[src/rtl/lfsr_engine.sv]
// Parametrised Fibonacci LFSR with serial-load mode, parallel seed load, lock-up flag and period measurement.
// Optional macro LFSR_LOCKUP_RECOVER_EN: an LFSR step from the all-zero state reloads SEED.
module lfsr_engine #(
   parameter int               WIDTH = 4,
   parameter logic [WIDTH-1:0] TAPS  = 4'b1100,
   parameter logic [WIDTH-1:0] SEED  = {{(WIDTH-1){1'b0}}, 1'b1}
) (
   input  logic             clk,
   input  logic             rst,
   input  logic             en,
   input  logic             mode,
   input  logic             serial_in,
   input  logic             load,
   input  logic [WIDTH-1:0] seed_in,
   output logic [WIDTH-1:0] shift_reg,
   output logic             serial_out,
   output logic             lockup,
   output logic [WIDTH:0]   period,
   output logic             period_valid,
   output logic             period_ovf
);

   typedef enum logic [1:0] {S_IDLE, S_MEASURE, S_DONE} state_t;

   localparam logic [WIDTH:0] ONE     = {{WIDTH{1'b0}}, 1'b1};
   localparam logic [WIDTH:0] CNT_MAX = {1'b1, {WIDTH{1'b0}}};

   state_t           state_q, state_d;
   logic [WIDTH-1:0] shift_reg_q, shift_reg_d;
   logic [WIDTH-1:0] ref_q, ref_d;
   logic [WIDTH:0]   cnt_q, cnt_d;
   logic [WIDTH:0]   period_q, period_d;
   logic             period_valid_q, period_valid_d;
   logic             period_ovf_q, period_ovf_d;
   logic             lockup_q, lockup_d;

   logic             fb;
   logic [WIDTH-1:0] step_next;
   logic [WIDTH:0]   step_num;

   assign fb        = ^(shift_reg_q & TAPS);
   assign step_next = {shift_reg_q[WIDTH-2:0], fb};
   // cnt holds the number of steps already taken since ref was captured; this step is the next one.
   assign step_num  = cnt_q + ONE;

   always_comb begin
      shift_reg_d    = shift_reg_q;
      state_d        = state_q;
      ref_d          = ref_q;
      cnt_d          = cnt_q;
      period_d       = period_q;
      period_valid_d = 1'b0;
      period_ovf_d   = period_ovf_q;

      if (load) begin
         shift_reg_d  = seed_in;
         state_d      = S_IDLE;
         period_d     = '0;
         period_ovf_d = 1'b0;
      end else if (en) begin
         if (!mode) begin
            shift_reg_d = {shift_reg_q[WIDTH-2:0], serial_in};
            state_d     = S_IDLE;
         end else
`ifdef LFSR_LOCKUP_RECOVER_EN
         if (shift_reg_q == '0) begin
            shift_reg_d = SEED;
            state_d     = S_IDLE;
         end else
`else
         begin end
         if (mode)
`endif
         begin
            shift_reg_d = step_next;
            unique case (state_q)
               S_IDLE: begin
                  ref_d = shift_reg_q;
                  // A fixed point (e.g. the absorbing all-zero state) has period 1.
                  if (step_next == shift_reg_q) begin
                     period_d       = ONE;
                     period_valid_d = 1'b1;
                     state_d        = S_DONE;
                  end else begin
                     cnt_d   = ONE;
                     state_d = S_MEASURE;
                  end
               end
               S_MEASURE: begin
                  if (step_next == ref_q) begin
                     period_d       = step_num;
                     period_valid_d = 1'b1;
                     state_d        = S_DONE;
                  end else if (step_num == CNT_MAX) begin
                     period_d     = '0;
                     period_ovf_d = 1'b1;
                     state_d      = S_DONE;
                  end else begin
                     cnt_d = step_num;
                  end
               end
               S_DONE:  state_d = S_DONE;
               default: state_d = S_IDLE;
            endcase
         end
      end

      lockup_d = (shift_reg_d == '0);
   end

   always_ff @(posedge clk or posedge rst) begin
      if (rst) begin
         state_q        <= S_IDLE;
         shift_reg_q    <= SEED;
         ref_q          <= '0;
         cnt_q          <= '0;
         period_q       <= '0;
         period_valid_q <= 1'b0;
         period_ovf_q   <= 1'b0;
         lockup_q       <= 1'b0;
      end else begin
         state_q        <= state_d;
         shift_reg_q    <= shift_reg_d;
         ref_q          <= ref_d;
         cnt_q          <= cnt_d;
         period_q       <= period_d;
         period_valid_q <= period_valid_d;
         period_ovf_q   <= period_ovf_d;
         lockup_q       <= lockup_d;
      end
   end

   assign shift_reg    = shift_reg_q;
   assign serial_out   = shift_reg_q[WIDTH-1];
   assign lockup       = lockup_q;
   assign period       = period_q;
   assign period_valid = period_valid_q;
   assign period_ovf   = period_ovf_q;

endmodule

[config.mk]
export PLATFORM = sky130hd
export DESIGN_NAME = lfsr_engine
export DESIGN_NICKNAME = d
export VERILOG_FILES = /design/src/rtl/lfsr_engine.sv
export SDC_FILE = /design/constraint.sdc
export NUM_CORES = 1
export LEC_CHECK = 0
export ABC_AREA = 0
export BUFFER_PORTS_ARGS = -buffer_cell sky130_fd_sc_hd__buf_4
export CORE_MARGIN = 8
export CORE_UTILIZATION = 54
export DETAILED_ROUTE_END_ITERATION = 8
export PLACE_DENSITY = 0.78
export RECOVER_POWER = 100
export SLEW_MARGIN = 20
export SYNTH_ARGS = -nofsm -noshare
export SYNTH_HDL_FRONTEND = slang
export SYNTH_SLANG_ARGS = --single-unit
[constraint.sdc]
create_clock -name clk -period 5.3 [get_ports clk]
set_clock_uncertainty 0.2 [all_clocks]
set_input_delay 1.06 -clock clk [delete_from_list [all_inputs] [get_ports clk]]
set_output_delay 1.06 -clock clk [all_outputs]
set_load 0.01 [all_outputs]
Word level (Yosys, flattened, before mapping)
Cells that the tools add are included.
W data, S select, Z words.
{"block": "word_totals", "regBits": 23, "latch_bits": 0, "mem_bits_rw": 0, "romBits": 0, "inputBits": 10, "output_inout_bits": 13, "word_cells": 68, "memories": 0}
{"block": "op_classes", "n_addsub": 1, "multipliers": 0, "div": 0, "order_cmp": 0, "eq_ne": 11, "n_shift": 0, "n_mux": 34, "bitwise_logic": 1, "n_reduce_logical": 13}
{"cell": "$mux W5", "count": 9}
{"cell": "$pmux W5 S2", "count": 2}
{"cell": "$mux W2", "count": 7}
{"cell": "$mux W1", "count": 12}
{"cell": "$reduce_and A5 Y1", "count": 2}
{"cell": "$reduce_bool A2 Y1", "count": 5}
{"cell": "$eq A4 B4 Y1", "count": 2}
{"cell": "$mux W4", "count": 2}
{"cell": "$ne A2 B2 Y1 const B", "count": 4}
{"cell": "$reduce_and A7 Y1", "count": 1}
{"cell": "$pmux W2 S3", "count": 1}
{"cell": "$add A5 B1 Y5 const B", "count": 1}
{"cell": "$eq A5 B5 Y1 const B", "count": 1}
{"cell": "$logic_not A4 Y1", "count": 1}
{"cell": "$ne A4 B4 Y1 const B", "count": 1}
{"cell": "$reduce_and A4 Y1", "count": 1}
{"cell": "$reduce_xor A4 Y1", "count": 1}
{"cell": "$ne A3 B3 Y1 const B", "count": 1}
{"cell": "$reduce_bool A3 Y1", "count": 1}
{"cell": "$eq A2 B1 Y1 const B", "count": 1}
{"cell": "$eq A2 B2 Y1 const B", "count": 1}
{"cell": "$logic_not A2 Y1", "count": 1}
{"cell": "$pmux W1 S2", "count": 1}
{"cell": "$not A1 Y1", "count": 1}

Depth between registers and ports, before layout
{"block": "logic_depth", "ltp_word": 8, "ltp_mapped": 7, "ltp_nobuf": 6}

Worst setup path after synthesis
OpenSTA, ideal clock, no wires.
{"block": "synth_path", "path_type": "input -> register", "from": "in en", "to": "reg cnt_q[0]", "setup_ns": 0.125, "t_arrival_ns": 2.300, "required_time_ns": 4.975, "path_slack_ns": 2.675, "path_stages": 5, "n_path_buf": 1, "cell_sequence": "buf_2 nand2_1 or3_1 a221o_2 mux2_4"}
{"block": "synth_between", "elab_chain_cells": 1}
{"item": "start, declared", "line": "10", "text": "input logic en,"}
{"item": "$reduce_and A7 Y1 (no line)"}
{"item": "end signal, assigned", "line": "125", "text": "cnt_q <= cnt_d;"}
{"item": "end, declared", "line": "31", "text": "logic [WIDTH:0] cnt_q, cnt_d;"}
No other way between the ends.
A chain may end at the register's enable or synchronous reset.

Worst setup path in the final report
{"block": "layout_path", "from": "in en", "to": "reg cnt_q[2]"}
Same word-level chain as after synthesis.

==> impl_metrics.prom <==
# TYPE chip_impl_metric gauge
chip_impl_metric{name="fillers",unit=""} 206
chip_impl_metric{name="fmax",unit="MHz"} 388.3
chip_impl_metric{name="drtIter0Drc",unit=""} 33
chip_impl_metric{name="resized_cells_post_cts",unit=""} 0
chip_impl_metric{name="start_util",unit=""} 0.5597
chip_impl_info{name="cts_tree",value="yes"} 1
chip_impl_info{name="yosys.area.top_type",value="dfrtp_1"} 1
chip_impl_metric{name="floorplan.die_area",unit="um^2"} 3992
chip_impl_metric{name="totalNegativeSetupSlack",unit="ns"} 0
chip_impl_metric{name="grt_first_pass_wirelength",unit="um"} 4416
chip_impl_info{name="layout.cells.most_common_list",value="dfrtp_1, clkbuf_1, nor2_1, nand2_1, o21ai_0"} 1
chip_impl_info{name="cp-start-kind",value="input port"} 1
chip_impl_metric{name="synthesis.nets",unit=""} 127
chip_impl_metric{name="gp_congestion",unit=""} 0.7734
chip_impl_info{name="cts_root_buf",value="clkbuf_4"} 1
chip_impl_metric{name="avgViaCountPerCell",unit=""} 5.707
chip_impl_metric{name="worstSkewPairLatency",unit="ns"} 0.31
chip_impl_metric{name="dp.final_hpwl",unit="um"} 1908
chip_impl_metric{name="layout_worst_path_cycle_share",unit=""} 0.4859
chip_impl_metric{name="post_synth_inst_count",unit=""} 116
chip_impl_metric{name="chipHeight",unit="um"} 63.19
chip_impl_metric{name="synth.cell_area",unit="um^2"} 1202
chip_impl_metric{name="p_leak",unit="nW"} 0.5825
chip_impl_metric{name="final.min_clock_period",unit="ns"} 2.575
chip_impl_metric{name="finalPower",unit="mW"} 0.3750
chip_impl_metric{name="die_w",unit="um"} 63.19
chip_impl_metric{name="syn_avg_cell_area",unit="um^2"} 10.37
chip_impl_metric{name="required",unit="ns"} 5.30
chip_impl_metric{name="cts_buffer_depth",unit=""} 2
chip_impl_metric{name="top_cell_type_s_share_of_synthesized_area",unit=""} 0.4579
chip_impl_info{name="status",value="completed"} 1
chip_impl_metric{name="timing.critical_path.fanout_max",unit=""} 8
chip_impl_metric{name="use_met3",unit=""} 0.01943
chip_impl_metric{name="clock-sinks",unit=""} 23
chip_impl_info{name="final_common_cell",value="dfrtp_1"} 1
chip_impl_metric{name="detailedRoute.firstPassIterationCount",unit=""} 4
chip_impl_metric{name="core_area",unit="um^2"} 2148
chip_impl_info{name="worstSetupEndpointType",value="flop"} 1
chip_impl_metric{name="cp_data_arrival_time",unit="ns"} 2.58
chip_impl_metric{name="cts.htree.levels",unit=""} 1
chip_impl_metric{name="place.detailed.instances",unit=""} 160
chip_impl_metric{name="finish.cell_count_without_fillers",unit=""} 164
chip_impl_metric{name="relSlewSlack",unit=""} 0.4337
chip_impl_metric{name="top_level_ports",unit=""} 23
chip_impl_metric{name="placement.cell_area",unit="um^2"} 1371
chip_impl_info{name="rsz_0062_raised_after_global_routing",value="false"} 1
chip_impl_metric{name="max_cap_viol_count",unit=""} 0
chip_impl_info{name="grt.busiest_layer",value="met2"} 1
chip_impl_info{name="hold_path.class",value="flop to flop"} 1
chip_impl_metric{name="cts-buffers-inserted",unit=""} 3
chip_impl_metric{name="drv_slew",unit=""} 0
chip_impl_metric{name="grt_max_degree",unit=""} 24
chip_impl_metric{name="power.density_cell_area",unit="nW/um^2"} 282.2
chip_impl_metric{name="route.antenna.remaining_nets",unit=""} 0
chip_impl_metric{name="max-vdd-ir-drop",unit="uV"} 167.8
chip_impl_metric{name="yosysUniqueCellTypes",unit=""} 35
chip_impl_metric{name="std_cell_rows",unit=""} 17
chip_impl_metric{name="max_slew.worst_pin.slew",unit="ns"} 0.8485
chip_impl_metric{name="synth.ff_latch_count",unit=""} 23
chip_impl_metric{name="drc",unit=""} 0
chip_impl_metric{name="report.final.setup_viol",unit=""} 0
chip_impl_info{name="biggest_area_contributors_in_the_synthesized_netlist",value="dfrtp_1, mux2_4, mux2i_1, mux2_2, xnor2_1"} 1
chip_impl_metric{name="grt_antenna_before_repair",unit=""} 0
chip_impl_metric{name="grt_pass1_vias",unit=""} 963
chip_impl_metric{name="antenna-diode-count",unit=""} 0
chip_impl_metric{name="route.vias.total",unit=""} 936
chip_impl_metric{name="wl",unit="um"} 2506
chip_impl_metric{name="final_net_count",unit=""} 148
chip_impl_metric{name="timing_hold_violations_final",unit=""} 0
chip_impl_info{name="critPathKind",value="input port to flop"} 1
chip_impl_metric{name="numPortBuffers",unit=""} 22
chip_impl_metric{name="cts_setup_buffers",unit=""} 0
chip_impl_metric{name="globalRouteOverflowTotal",unit=""} 0
chip_impl_metric{name="postCtsHoldBufs",unit=""} 0
chip_impl_metric{name="clk_pin_slew_worst_paths",unit="ns"} 0.12
chip_impl_metric{name="grt_use_total",unit=""} 0.1333
chip_impl_metric{name="synth.yosys.seq_area_share",unit=""} 0.4797
chip_impl_metric{name="gr-usage-met1",unit=""} 0.1670
chip_impl_metric{name="routed_wire_length_per_instance",unit="um"} 15.28
chip_impl_metric{name="grtUsageMet2",unit=""} 0.2215
chip_impl_metric{name="areaGrowthSynthToFinish",unit="%"} 10.51
chip_impl_metric{name="final_layout_size_suffix_gt1_frac",unit=""} 0.1103
chip_impl_metric{name="yosys_warnings",unit=""} 0
chip_impl_metric{name="stdcell_area",unit="um^2"} 1329
-- synthesized netlist by cell type --
cell       instances
a21oi_1            6
dfrtp_1           22
o22a_1             1
o31ai_1            1
a41o_1             1
o2111ai_1          1
a221o_2            1
mux2_4             4
or3_1              2
and3_1             1
xnor2_1            5
o211ai_1           1
inv_1              6
mux2i_1            5
clkbuf_1           3
dfstp_2            1
o311a_1            1
xor2_1             2
nor2_1            11
nand3_1            2
nor4_1             2
nand2b_1           2
ha_1               1
nand2_1           11
o21bai_1           1
o21ai_0            8
nand4_1            1
nor3b_1            1
xnor3_1            1
buf_4              2
a31oi_1            2
or4_1              1
buf_2              1
mux2_2             4
a2bb2oi_1          1
-- final timing paths --
check | start | end | slack (ns) | cells past startpoint
setup / recovery | en | cnt_q[2] | 2.72 | 5
hold / removal | ref_q[0] | ref_q[0] | 0.32 | 1
setup reg to reg | shift_reg[2] | cnt_q[2] | 2.91 | 4
hold reg to reg | ref_q[0] | ref_q[0] | 0.32 | 1
max in group asynchronous | rst | shift_reg[2] | 3.67 | 2
min in group asynchronous | rst | cnt_q[0] | 0.71 | 2
-- routing by layer --
layer  share of wire  wire length, um
met5               0                0
met4           0.016               41
met3           0.026               64
met2            0.50             1251
met1            0.46             1148
-- stage by stage --
stage	worst slack [ns]	hold slack [ns]	utilization
after floorplan	2.675	0.2826	-
after global placement	2.647	0.2936	0.6383
after detailed placement	2.618	0.3101	0.6383
after CTS	2.947	0.3335	0.6506
after global routing	2.642	0.3627	0.6185
final	2.725	0.3248	0.6185
-- power by group --
group	total, mW	internal (mW)	leakage [nW]	switching (mW)
logic	0.0820	0.0409	0.269	0.0412
registers	0.212	0.193	0.298	0.0194
clock network	0.0806	0.0294	0.0150	0.0511
-- area by class of cell --
cell class	count	area [um^2]	share of cell area
Timing Repair Buffer	22	112.6	0.08475
Clock buffer	4	26.28	0.01977
Tap cell	28	35.03	0.02637
Sequential cell	23	576.8	0.4341
Multi-Input combinational cell	81	555.5	0.4181
Inverter	6	22.52	0.01695
-- cells by family after synthesis --
kind of cell,synth area share
and+or+nand+nor,0.1311
AOI/OAI and AO/OA,0.1353
DFF,0.4797
muxes,0.1290
buffers and inverters,0.04474
xor gates and xnor gates,0.06972
adders and majority gates,0.01040
-- worst max-delay path: stages --
cell	delay, ns
clkbuf_1	0.30
nand2_1	0.12
or3_1	0.34
a221o_1	0.40
mux2_1	0.37
Power figures use the tool's default switching activity.
